### src/rtl/mux_sel_pkg.sv
// Shared encodings for the selector arbiter: FSM states and sel values.
// Pure definitions, no logic.
package mux_sel_pkg;

    typedef enum logic [1:0] {
        ST_IDLE  = 2'd0,
        ST_GNT_A = 2'd1,
        ST_GNT_B = 2'd2
    } state_t;

    localparam logic SEL_A = 1'b0;
    localparam logic SEL_B = 1'b1;

endpackage

### src/rtl/sel_hold_cnt.sv
// Grant hold counter: clear/enable, saturating, terminal flag at MAX_HOLD-1.
// Latency: count visible one cycle after enable; no backpressure.
module sel_hold_cnt #(
    parameter int MAX_HOLD = 8,
    parameter int CNT_W    = 8
) (
    input  logic             clk,
    input  logic             rst_n,
    input  logic             clr,
    input  logic             en,
    output logic [CNT_W-1:0] cnt,
    output logic             term
);

    always_ff @(posedge clk or negedge rst_n) begin
        if (!rst_n) begin
            cnt <= '0;
        end else if (clr) begin
            cnt <= '0;
        end else if (en && (cnt != {CNT_W{1'b1}})) begin
            cnt <= cnt + CNT_W'(1);
        end
    end

    assign term = (cnt == CNT_W'(MAX_HOLD - 1));

endmodule

### src/rtl/mux_sel_arb.sv
// Round-robin arbiter for two requesters driving the 2:1 selector sel line; hold timeout under MUX_SEL_ARB_HOLD_LIMIT_EN.
// Latency: grant registered one cycle after the request is sampled; all outputs registered.
// Backpressure: owner keeps the path while req is high; release hands over with no idle bubble.
module mux_sel_arb
    import mux_sel_pkg::*;
#(
    parameter int MAX_HOLD = 8,
    parameter int CNT_W    = 8
) (
    input  logic             clk,
    input  logic             rst_n,
    input  logic             req_a,
    input  logic             req_b,
    output logic             gnt_a,
    output logic             gnt_b,
    output logic             sel,
    output logic             busy,
    output logic             switch_p,
    output logic [CNT_W-1:0] hold_cnt
);

`ifdef MUX_SEL_ARB_HOLD_LIMIT_EN
    localparam bit HOLD_LIMIT = 1'b1;
`else
    localparam bit HOLD_LIMIT = 1'b0;
`endif

    state_t state_q, state_nxt;
    logic   ptr_q, ptr_nxt;
    logic   sel_nxt;
    logic   cnt_clr;
    logic   cnt_term;
    logic   timeout;

    // Timeout only matters under contention, so both reqs must be high.
    assign timeout = HOLD_LIMIT && req_a && req_b && cnt_term;

    always_comb begin
        state_nxt = state_q;
        case (state_q)
            ST_IDLE: begin
                if (req_a && (!req_b || ptr_q == SEL_A)) state_nxt = ST_GNT_A;
                else if (req_b)                          state_nxt = ST_GNT_B;
            end
            ST_GNT_A: begin
                if (req_a && !timeout) state_nxt = ST_GNT_A;
                else if (req_b)        state_nxt = ST_GNT_B;
                else                   state_nxt = ST_IDLE;
            end
            ST_GNT_B: begin
                if (req_b && !timeout) state_nxt = ST_GNT_B;
                else if (req_a)        state_nxt = ST_GNT_A;
                else                   state_nxt = ST_IDLE;
            end
            default: state_nxt = ST_IDLE;
        endcase
    end

    always_comb begin
        ptr_nxt = ptr_q;
        sel_nxt = sel;
        if (state_nxt == ST_GNT_A) begin
            sel_nxt = SEL_A;
            if (state_q != ST_GNT_A) ptr_nxt = SEL_B;
        end else if (state_nxt == ST_GNT_B) begin
            sel_nxt = SEL_B;
            if (state_q != ST_GNT_B) ptr_nxt = SEL_A;
        end
    end

    assign cnt_clr = (state_nxt != state_q) || (state_nxt == ST_IDLE);

    sel_hold_cnt #(
        .MAX_HOLD (MAX_HOLD),
        .CNT_W    (CNT_W)
    ) u_hold_cnt (
        .clk   (clk),
        .rst_n (rst_n),
        .clr   (cnt_clr),
        .en    (!cnt_clr),
        .cnt   (hold_cnt),
        .term  (cnt_term)
    );

    always_ff @(posedge clk or negedge rst_n) begin
        if (!rst_n) begin
            state_q  <= ST_IDLE;
            ptr_q    <= SEL_A;
            sel      <= SEL_A;
            gnt_a    <= 1'b0;
            gnt_b    <= 1'b0;
            busy     <= 1'b0;
            switch_p <= 1'b0;
        end else begin
            state_q  <= state_nxt;
            ptr_q    <= ptr_nxt;
            sel      <= sel_nxt;
            gnt_a    <= (state_nxt == ST_GNT_A);
            gnt_b    <= (state_nxt == ST_GNT_B);
            busy     <= (state_nxt != ST_IDLE);
            switch_p <= (sel_nxt != sel);
        end
    end

endmodule

### config.mk
export PLATFORM = sky130hd
export DESIGN_NAME = mux_sel_arb
export DESIGN_NICKNAME = d
export VERILOG_FILES = /design/src/rtl/mux_sel_pkg.sv /design/src/rtl/sel_hold_cnt.sv /design/src/rtl/mux_sel_arb.sv
export SDC_FILE = /design/constraint.sdc
export NUM_CORES = 1
export LEC_CHECK = 0
export ABC_AREA = 1
export CAP_MARGIN = 25
export CORE_MARGIN = 3
export CORE_UTILIZATION = 50
export CTS_CLUSTER_SIZE = 30
export DETAILED_ROUTE_END_ITERATION = 8
export PLACE_DENSITY_LB_ADDON = 0.15
export SYNTH_ARGS = -nofsm -noshare
export SYNTH_HDL_FRONTEND = slang
export SYNTH_SLANG_ARGS = --single-unit
### constraint.sdc
create_clock -name clk -period 1.5 [get_ports clk]
set_input_delay 0.3 -clock clk [delete_from_list [all_inputs] [get_ports clk]]
set_output_delay 0.3 -clock clk [all_outputs]
set_load 0.01 [all_outputs]
Yosys cells after proc, flatten, opt, wreduce, memory -nomap -nowiden
Index checks and enable logic that the tools add are counted.
- register bits after elaboration: 16
- input port bits: 4
- output and inout bits: 13
- add/subtract/negate cells: 1
- equal/unequal tests: 10
- muxes and demuxes: 15
- bitwise operators: 1
- reduce and logical (&&, ||, !) cells: 13
- operators with widths (kind ; count):
    2-to-1 mux 8 bit ; 2
    2-to-1 mux 2 bit ; 5
    adder 8 x 1 -> 8 bit (second input constant) ; 1
    != test 8 bit (second input constant) ; 1
    nonzero test 2 bit ; 4
    2-to-1 mux 1 bit ; 7
    one-hot mux 2 bit (3 select lines) ; 1
    equality test 2 x 1 -> 1 bit (second input constant) ; 2
    equality test 2 bit (second input constant) ; 2
    zero test 2 bit ; 2
    != test 2 x 1 -> 1 bit (second input constant) ; 2
    AND reduction 3 bit ; 1
    logical AND 1 bit ; 2
    zero test 1 bit ; 2
    logical OR 1 bit ; 2
    != test 2 bit ; 1
    != test 2 bit (second input constant) ; 1
    != test 1 bit ; 1
    NOT 1 bit ; 1

Longest topological paths before layout
Gate-level depths: netlist of run 1.
- depth after elaboration: 11
- mapped depth: 11
- gate-level depth less buffers: 11

Cells and area by module
From an unflattened synthesis of run 1, not the netlist that was laid out.
- cell total of the unflattened synthesis: 121
- area total of the unflattened synthesis: 910.9 um^2
- by module, submodules not included (module ; times used ; cells each ; area each (um^2) ; seq. area each (um^2)):
    sel_hold_cnt ; 1 ; 74 ; 506.7 ; 200.2
    mux_sel_arb ; 1 ; 47 ; 404.1 ; 200.2

Worst setup path before layout of run 1
OpenSTA, ideal clock, no wires.
- path type: register to register
- start: register state_q[1]
- end: register ptr_q
- arrival time: 1267 ps
- setup slack: 155 ps
- cell stages (with the launch flop): 9
- buffers on the path: 0
- cells stage by stage: dfrtp_1 nand2_1 nand2_1 nor2_1 nand2_1 ha_1 o21ai_1 nand2_1 a21oi_1
- word-level cells in the longest chain between the ends: 6
- elaborated cells on any way between the ends: 15
- classes of those cells: eq/ne: 7; mux: 4; reduce/logical: 4
- ends and longest elaborated chain (item ; line ; RTL):
    from (decl) ; mux_sel_arb.sv:28 ; state_t state_q, state_nxt;
    from (signal assigned) ; mux_sel_arb.sv:95 ; state_q <= state_nxt;
    2-to-1 mux 2 bit ; mux_sel_arb.sv:43 ; else if (req_b) state_nxt = ST_GNT_B;
    2-to-1 mux 2 bit ; mux_sel_arb.sv:42 ; if (req_a && (!req_b || ptr_q == SEL_A)) state_nxt = ST_GNT_A;
    one-hot mux 2 bit (3 select lines) ; mux_sel_arb.sv:40 ; case (state_q)
    equality test 2 x 1 -> 1 bit or equality test 2 bit (tied branches) ; mux_sel_arb.sv:62, mux_sel_arb.sv:65 ;
    != test 2 x 1 -> 1 bit (no source line) or nonzero test 2 bit (tied branches) ; - ;
    AND reduction 3 bit (no source line) ; - ;
    to (signal assigned) ; mux_sel_arb.sv:96 ; ptr_q <= ptr_nxt;
    to (decl) ; mux_sel_arb.sv:29 ; logic ptr_q, ptr_nxt;
Several ways; a longest one is shown, not always the timed one.
A chain may end at the register's enable or synchronous reset.

Worst setup path in the final report of run 1
- start: register u_hold_cnt.cnt[2]
- end: output port hold_cnt[2]
- RTL lines (item ; line ; RTL):
    from (decl) ; sel_hold_cnt.sv:11 ; output logic [CNT_W-1:0] cnt,
    from (signal assigned) ; sel_hold_cnt.sv:21 ; cnt <= cnt + CNT_W'(1);
    to (decl) ; mux_sel_arb.sv:19 ; output logic [CNT_W-1:0] hold_cnt
No word-level cell between the ends.

==> results.sh, run 1 <==
export IMPL_status="completed"
export IMPL_synth_most_common_cell="nand2_1"
export IMPL_finalClockSkew_ps=5.66
export IMPL_final_layout_size_suffix_gt1_share_pct=39.6
export IMPL_criticalPathCategory="reg -> out"
export IMPL_clk_pin_slew_ps=90
export IMPL_gp_congestion=0.676
export IMPL_path_delay_family="buffers and inverters"
export IMPL_fmax_mhz=679
export IMPL_cts_root_buffer="clkbuf_4"
export IMPL_portBuffers=16
export IMPL_hold_viol=0
export IMPL_cts_sinks=16
export IMPL_track_usage_pct=18.2
export IMPL_syn_inst=106
export IMPL_grt_pass1_wl_um=2880
export IMPL_via_per_inst=4.84
export IMPL_synthesis_area_um2=892
export IMPL_dr_pass1_iters=4
export IMPL_ys_types=21
export IMPL_fin_crit_sh_pct=98.2
export IMPL_synthesis_nets=114
export IMPL_postLayoutCoreUtil_pct=85.9
export IMPL_synthXorXnorAreaFrac_pct=1.96
export IMPL_drc=0
export IMPL_grt_max_degree=17
export IMPL_wirelength_um=1970
export IMPL_numCtsBuffers=3
export IMPL_clk_path_buf_depth=2
export IMPL_synth_top_area_cell="dfrtp_1"
export IMPL_worstPathCellList="clkdlybuf4s50_1"
export IMPL_busiest_layer="met2"
export IMPL_rows=14
export IMPL_worstMarginPinSlew_ps=212
export IMPL_die_h_um=48.2
export IMPL_grt_pass1_vias=731
export IMPL_cp_slowest_stage_delay_ps=530
export IMPL_ir_drop_uv=882
export IMPL_ys_warn_count=0
export IMPL_cp_end_kind="output port"
export IMPL_slew_headroom_pct=85.7
export IMPL_die_w_um=48.2
export IMPL_ys_ff_latch=16
export IMPL_synth_area_mux_share_pct=0
export IMPL_postSynthAreaPerCell_um2=8.42
export IMPL_synth_ff_type="dfrtp_1"
export IMPL_vias=813
export IMPL_finalSetupViolCount=0
export IMPL_crit_path_start_kind="register"
export IMPL_worstPathArrival_ps=1170
export IMPL_finalNetCount=153
export IMPL_use_met3_pct=2.21
export IMPL_power_leakage_nw=0.737
export IMPL_fin_crit_ps=1470
export IMPL_io_pin_count=17
export IMPL_ys_top_cells_by_area="dfrtp_1 (45%), nand2_1 (10%), inv_1 (6.7%)"
export IMPL_cp_buffers_inverters=1
export IMPL_rsz0062_at_grt="true"
export IMPL_yosys_area_share_simple_pct=32.7
export IMPL_worstPathMaxFanout=2
export IMPL_htreeDepth=1
export IMPL_hold_path_class="in -> async"
export IMPL_async_reset_ff_share_pct=100
export IMPL_dieArea_um2=2330
export IMPL_drv_cap=0
export IMPL_synth_top_family_by_area="simple AND/OR/NAND/NOR gates"
export IMPL_finalMaxSlewViolations=0
export IMPL_coreArea_um2=1590
export IMPL_power_density_nw_per_um2=1160
export IMPL_worst_skew_pair_late_latency_ps=290
export IMPL_dp_final_hpwl_um=1290
export IMPL_cts_tree="done"
export IMPL_synth_compound_area_share_pct=6.87
export IMPL_synth_top_area_share_pct=44.9
export IMPL_overflow=0
export IMPL_worst_ep_required_time_ps=1200
export IMPL_synth_edf_count=0
export IMPL_synthTopCellsByCount="nand2_1 (24), dfrtp_1 (16), inv_1 (16)"
export IMPL_ant_nets=0
export IMPL_met1_usage_pct=20.2
export IMPL_synth_fa_ha_area_share_pct=5.61
export IMPL_area_growth_syn_to_layout_pct=53.6
export IMPL_antenna_found_initial=0
export IMPL_holdWs_ps=310
export IMPL_wire_per_inst_um=11.7
export IMPL_ys_seq_area_share_pct=44.9
export IMPL_dr_first_iter_drc_count=18
export IMPL_diodes=0
export IMPL_cp_slowest_cell="clkdlybuf4s50_1"
export IMPL_initial_core_util_pct=56.0
export IMPL_met2_usage_pct=32.6
report_power, final:
part	switching (mW)	total [mW]	leakage, nW	internal, mW
Combinational	0.377	0.726	0.506	0.349
Sequential	0.0666	0.579	0.210	0.512
Clock	0.134	0.282	0.0210	0.148
area by class of cell:
class,instances,area [um^2]
Clock buffer,4,36.3
Fill cell,80,224
Inverter,19,71.3
Multi-Input combinational cell,71,529
Sequential cell,16,402
Tap cell,24,30.0
Timing Repair Buffer,34,302
per-stage QoR:
stage	instance area, um^2	setup slack (ps)	instances	setup TNS, ps	power, mW
global placement	1130	-271	153	-2720	1.09
CTS	1230	6.34	164	0	1.42
floorplan	892	155	106	0	0.863
detailed placement	1130	-350	153	-3420	1.11
finish	1370	27.0	168	0	1.59
global route	1370	-70.5	168	-364	1.70
registers in the layout, summed over array words and instances (netlist names):
| name | count |
|---|---|
| busy | 1 |
| u_hold_cnt.cnt | 8 |
| gnt_a | 1 |
| sel | 1 |
| gnt_b | 1 |
| state_q | 2 |
| switch_p | 1 |
| ptr_q | 1 |
routing by layer:
metal  vias to the layer above  wire length, um
li1                        400                -
met1                       375              839
met2                        31              977
met3                         7               95
met4                         0               56
met5                         -                0
placed cells by master, fill, tap and decap left out, types with 2 or more instances in the layout:
cell type / count
o21ai_0: 2
dlymetal6s2s_1: 5
dlygate4sd2_1: 5
ha_4: 4
clkbuf_4: 3
o21ai_1: 3
a21oi_1: 4
dfrtp_1: 15
nand3_1: 4
xnor2_1: 2
clkdlybuf4s50_1: 6
nor2_4: 6
nor2_2: 7
nand2_4: 4
nand2_2: 5
nand2_1: 19
inv_2: 5
inv_1: 14
buf_4: 18
nor3_1: 2
nor2_1: 3
kinds of logic after synthesis:
family	count (synthesis)
buffers and inverters	19
AOI/OAI and AO/OA	10
adders and majority gates	4
xor gates and xnor gates	2
and+or+nand+nor	55
DFF	16
what timing repair did:
action,in CTS,in global routing
resized for setup,9,28
setup endpoints to repair,19,14
hold buffers,0,0
gates cloned,0,0
setup buffers,7,4
pin swaps,2,11
final timing paths:
check / depth (start not counted) / to / from / slack, ps
hold / removal: 2 / u_hold_cnt.cnt[7]$_DFFE_PN0P_ / rst_n / 310
setup reg to reg: 10 / u_hold_cnt.cnt[3]$_DFFE_PN0P_ / state_q[0]$_DFF_PN0_ / 50
hold reg to reg: 1 / switch_p$_DFF_PN0_ / sel$_DFF_PN0_ / 570
max in group asynchronous: 2 / state_q[1]$_DFF_PN0_ / rst_n / 1000
setup / recovery: 1 / hold_cnt[2] / u_hold_cnt.cnt[2]$_DFFE_PN0P_ / 30
min in group clk: 5 / state_q[0]$_DFF_PN0_ / req_a / 520
Power figures use the tool's default switching activity.
==> run 2: changes to the inputs <==
--- a/config.mk
+++ b/config.mk
@@ -11,7 +11,7 @@
 export CORE_UTILIZATION = 50
 export CTS_CLUSTER_SIZE = 30
 export DETAILED_ROUTE_END_ITERATION = 8
-export PLACE_DENSITY_LB_ADDON = 0.15
+export PLACE_DENSITY = 0.84
 export SYNTH_ARGS = -nofsm -noshare
 export SYNTH_HDL_FRONTEND = slang
 export SYNTH_SLANG_ARGS = --single-unit
==> run 2 against run 1 <==
Net effect: maximum frequency is 3.2% higher; core utilization fell by 7.5 points; flip-flop and latch count unchanged; first-iteration DRC count fell by 39%; largest cell class unchanged; non-clock buffer count fell by 7; cell count fell by 4.8%; critical path type unchanged; total power fell by 11%.
==> results.sh, run 2 (same netlist as run 1, synthesis figures left out) <==
export IMPL_finalNetCount=146
export IMPL_antenna_found_initial=0
export IMPL_coreArea_um2=1590
export IMPL_portBuffers=16
export IMPL_track_usage_pct=16.9
export IMPL_area_growth_syn_to_layout_pct=40.3
export IMPL_final_layout_size_suffix_gt1_share_pct=33.8
export IMPL_holdWs_ps=337
export IMPL_power_density_nw_per_um2=1130
export IMPL_initial_core_util_pct=56.0
export IMPL_die_w_um=48.2
export IMPL_crit_path_start_kind="register"
export IMPL_fin_crit_sh_pct=95.2
export IMPL_finalMaxSlewViolations=0
export IMPL_worst_skew_pair_late_latency_ps=270
export IMPL_ant_nets=0
export IMPL_cts_root_buffer="clkbuf_4"
export IMPL_vias=739
export IMPL_cts_hold_buf=0
export IMPL_seqCellArea_um2=402
export IMPL_crit_path_start="gnt_a$_DFF_PN0_"
export IMPL_wire_per_inst_um=10.7
export IMPL_dieArea_um2=2330
export IMPL_dr_pass1_iters=4
export IMPL_largest_register_ffs=8
export IMPL_gp_congestion=0.803
export IMPL_clk_path_buf_depth=2
export IMPL_n_fill_cell=108
export IMPL_die_h_um=48.2
export IMPL_wirelength_um=1710
export IMPL_slew_headroom_pct=83.9
export IMPL_r2r_slack_ps=80
export IMPL_finalPower_mw=1.42
export IMPL_via_per_inst=4.62
export IMPL_cp_slowest_cell="clkdlybuf4s50_1"
export IMPL_htreeDepth=1
export IMPL_fmax_mhz=700
export IMPL_crit_end="gnt_a"
export IMPL_hold_path_class="in -> async"
export IMPL_cp_buffers_inverters=1
export IMPL_path_delay_family="buffers and inverters"
export IMPL_worstMarginPinSlew_ps=239
export IMPL_worstPathMaxFanout=1
export IMPL_diodes=0
export IMPL_clk_pin_slew_ps=80
export IMPL_worst_ep_required_time_ps=1200
export IMPL_criticalPathCategory="reg -> out"
export IMPL_r2r_worst_path_cells=10
export IMPL_multiInputGateArea_um2=475
export IMPL_cts_sinks=16
export IMPL_drv_cap=0
export IMPL_status="completed"
export IMPL_fin_crit_ps=1430
export IMPL_reg2reg_from="state_q[1]$_DFF_PN0_"
export IMPL_grt_pass1_wl_um=2750
export IMPL_worstPathCellList="clkdlybuf4s50_1"
export IMPL_largestRegisters="u_hold_cnt.cnt: 8 flops, state_q: 2 flops"
export IMPL_final_common_cell="nand2_1"
export IMPL_r2r_end="switch_p$_DFF_PN0_"
export IMPL_placedCellCount=153
export IMPL_io_pin_count=17
export IMPL_cp_end_kind="output port"
export IMPL_numCtsBuffers=3
export IMPL_dp_final_hpwl_um=1290
export IMPL_hold_viol=0
export IMPL_drc=0
export IMPL_stdcell_count=160
export IMPL_finalSetupViolCount=0
export IMPL_power_leakage_nw=0.695
export IMPL_cp_slowest_stage_delay_ps=530
export IMPL_grt_max_degree=17
export IMPL_finalClockSkew_ps=3.52
export IMPL_worstPathArrival_ps=1130
export IMPL_rows=14
export IMPL_max_flop_register="u_hold_cnt.cnt"
export IMPL_dr_first_iter_drc_count=11
export IMPL_worst_path_stages=1
export IMPL_final_cell_mix="nand2_1 (22), inv_1 (15), dfrtp_1 (15)"
export IMPL_grt_pass1_vias=674
export IMPL_cts_tree="done"
export IMPL_overflow=0
export IMPL_ir_drop_uv=811
export IMPL_fin_tns_setup_ps=0
[run 2: cell types whose count changed in the layout (fill, tap and decap cells not counted), moves of 2 or more]
| cell | previous run | this run |
|---|---|---|
| nand2_1 | 19 | 22 |
| ha_2 | 0 | 4 |
| clkdlybuf4s50_1 | 6 | 4 |
| nand2_4 | 4 | 2 |
| buf_4 | 18 | 11 |
| ha_4 | 4 | 0 |
[run 2: worst min path at each step]
stage,slack [ps],to,cells past startpoint
2_1_floorplan,4,busy$_DFF_PN0_,0
3_3_place_gp,480,switch_p$_DFF_PN0_,1
3_5_place_dp,510,switch_p$_DFF_PN0_,1
4_1_cts,330,ptr_q$_DFFE_PN0P_,2
5_1_grt,340,u_hold_cnt.cnt[4]$_DFFE_PN0P_,2
6_report,340,u_hold_cnt.cnt[4]$_DFFE_PN0P_,2
[run 2: repair_timing]
action | in CTS | in global routing
endpoints found under the setup margin | 19 | 15
setup buffers | 4 | 0
gates resized for setup | 12 | 17
pin swaps | 4 | 5
[run 2: per-stage QoR]
step | utilization [%] | worst slack (ps) | area [um^2]
CTS | 75.1 | 14.7 | 1200
floorplan | - | 155 | 892
detailed placement | 71.2 | -399 | 1130
global placement | 71.2 | -285 | 1130
global route | 78.5 | -8.37 | 1250
finish | 78.5 | 72.2 | 1250
[run 2: layer usage]
metal,wire length (um),global-route usage (%)
met3,50,3.69
met4,0,4.84
met1,703,21.1
met5,0,0
met2,958,29.2
[run 2: area by class of cell]
type / instances / area share (%)
clock buffers: 3 / 1.80
inverters: 19 / 5.70
repair buffers: 27 / 20.0
multi-input cells: 71 / 38.0
flip-flops and latches: 16 / 32.1
well taps: 24 / 2.40
[run 2: power breakdown]
part | internal, mW | switching [mW] | leakage [nW]
Sequential | 0.512 | 0.0586 | 0.210
Combinational | 0.302 | 0.338 | 0.472
Clock | 0.0926 | 0.115 | 0.0138
[run 2: worst register-to-register path: stages, from the launching register on]
cell and delay (ps):
dfrtp_2 450, inv_2 60, nand2_1 60, nand3_2 80, nand2_4 50, buf_4 120
ha_2 190, nor2_4 110, nor2_4 50, nor2_1 80, a21oi_1 50
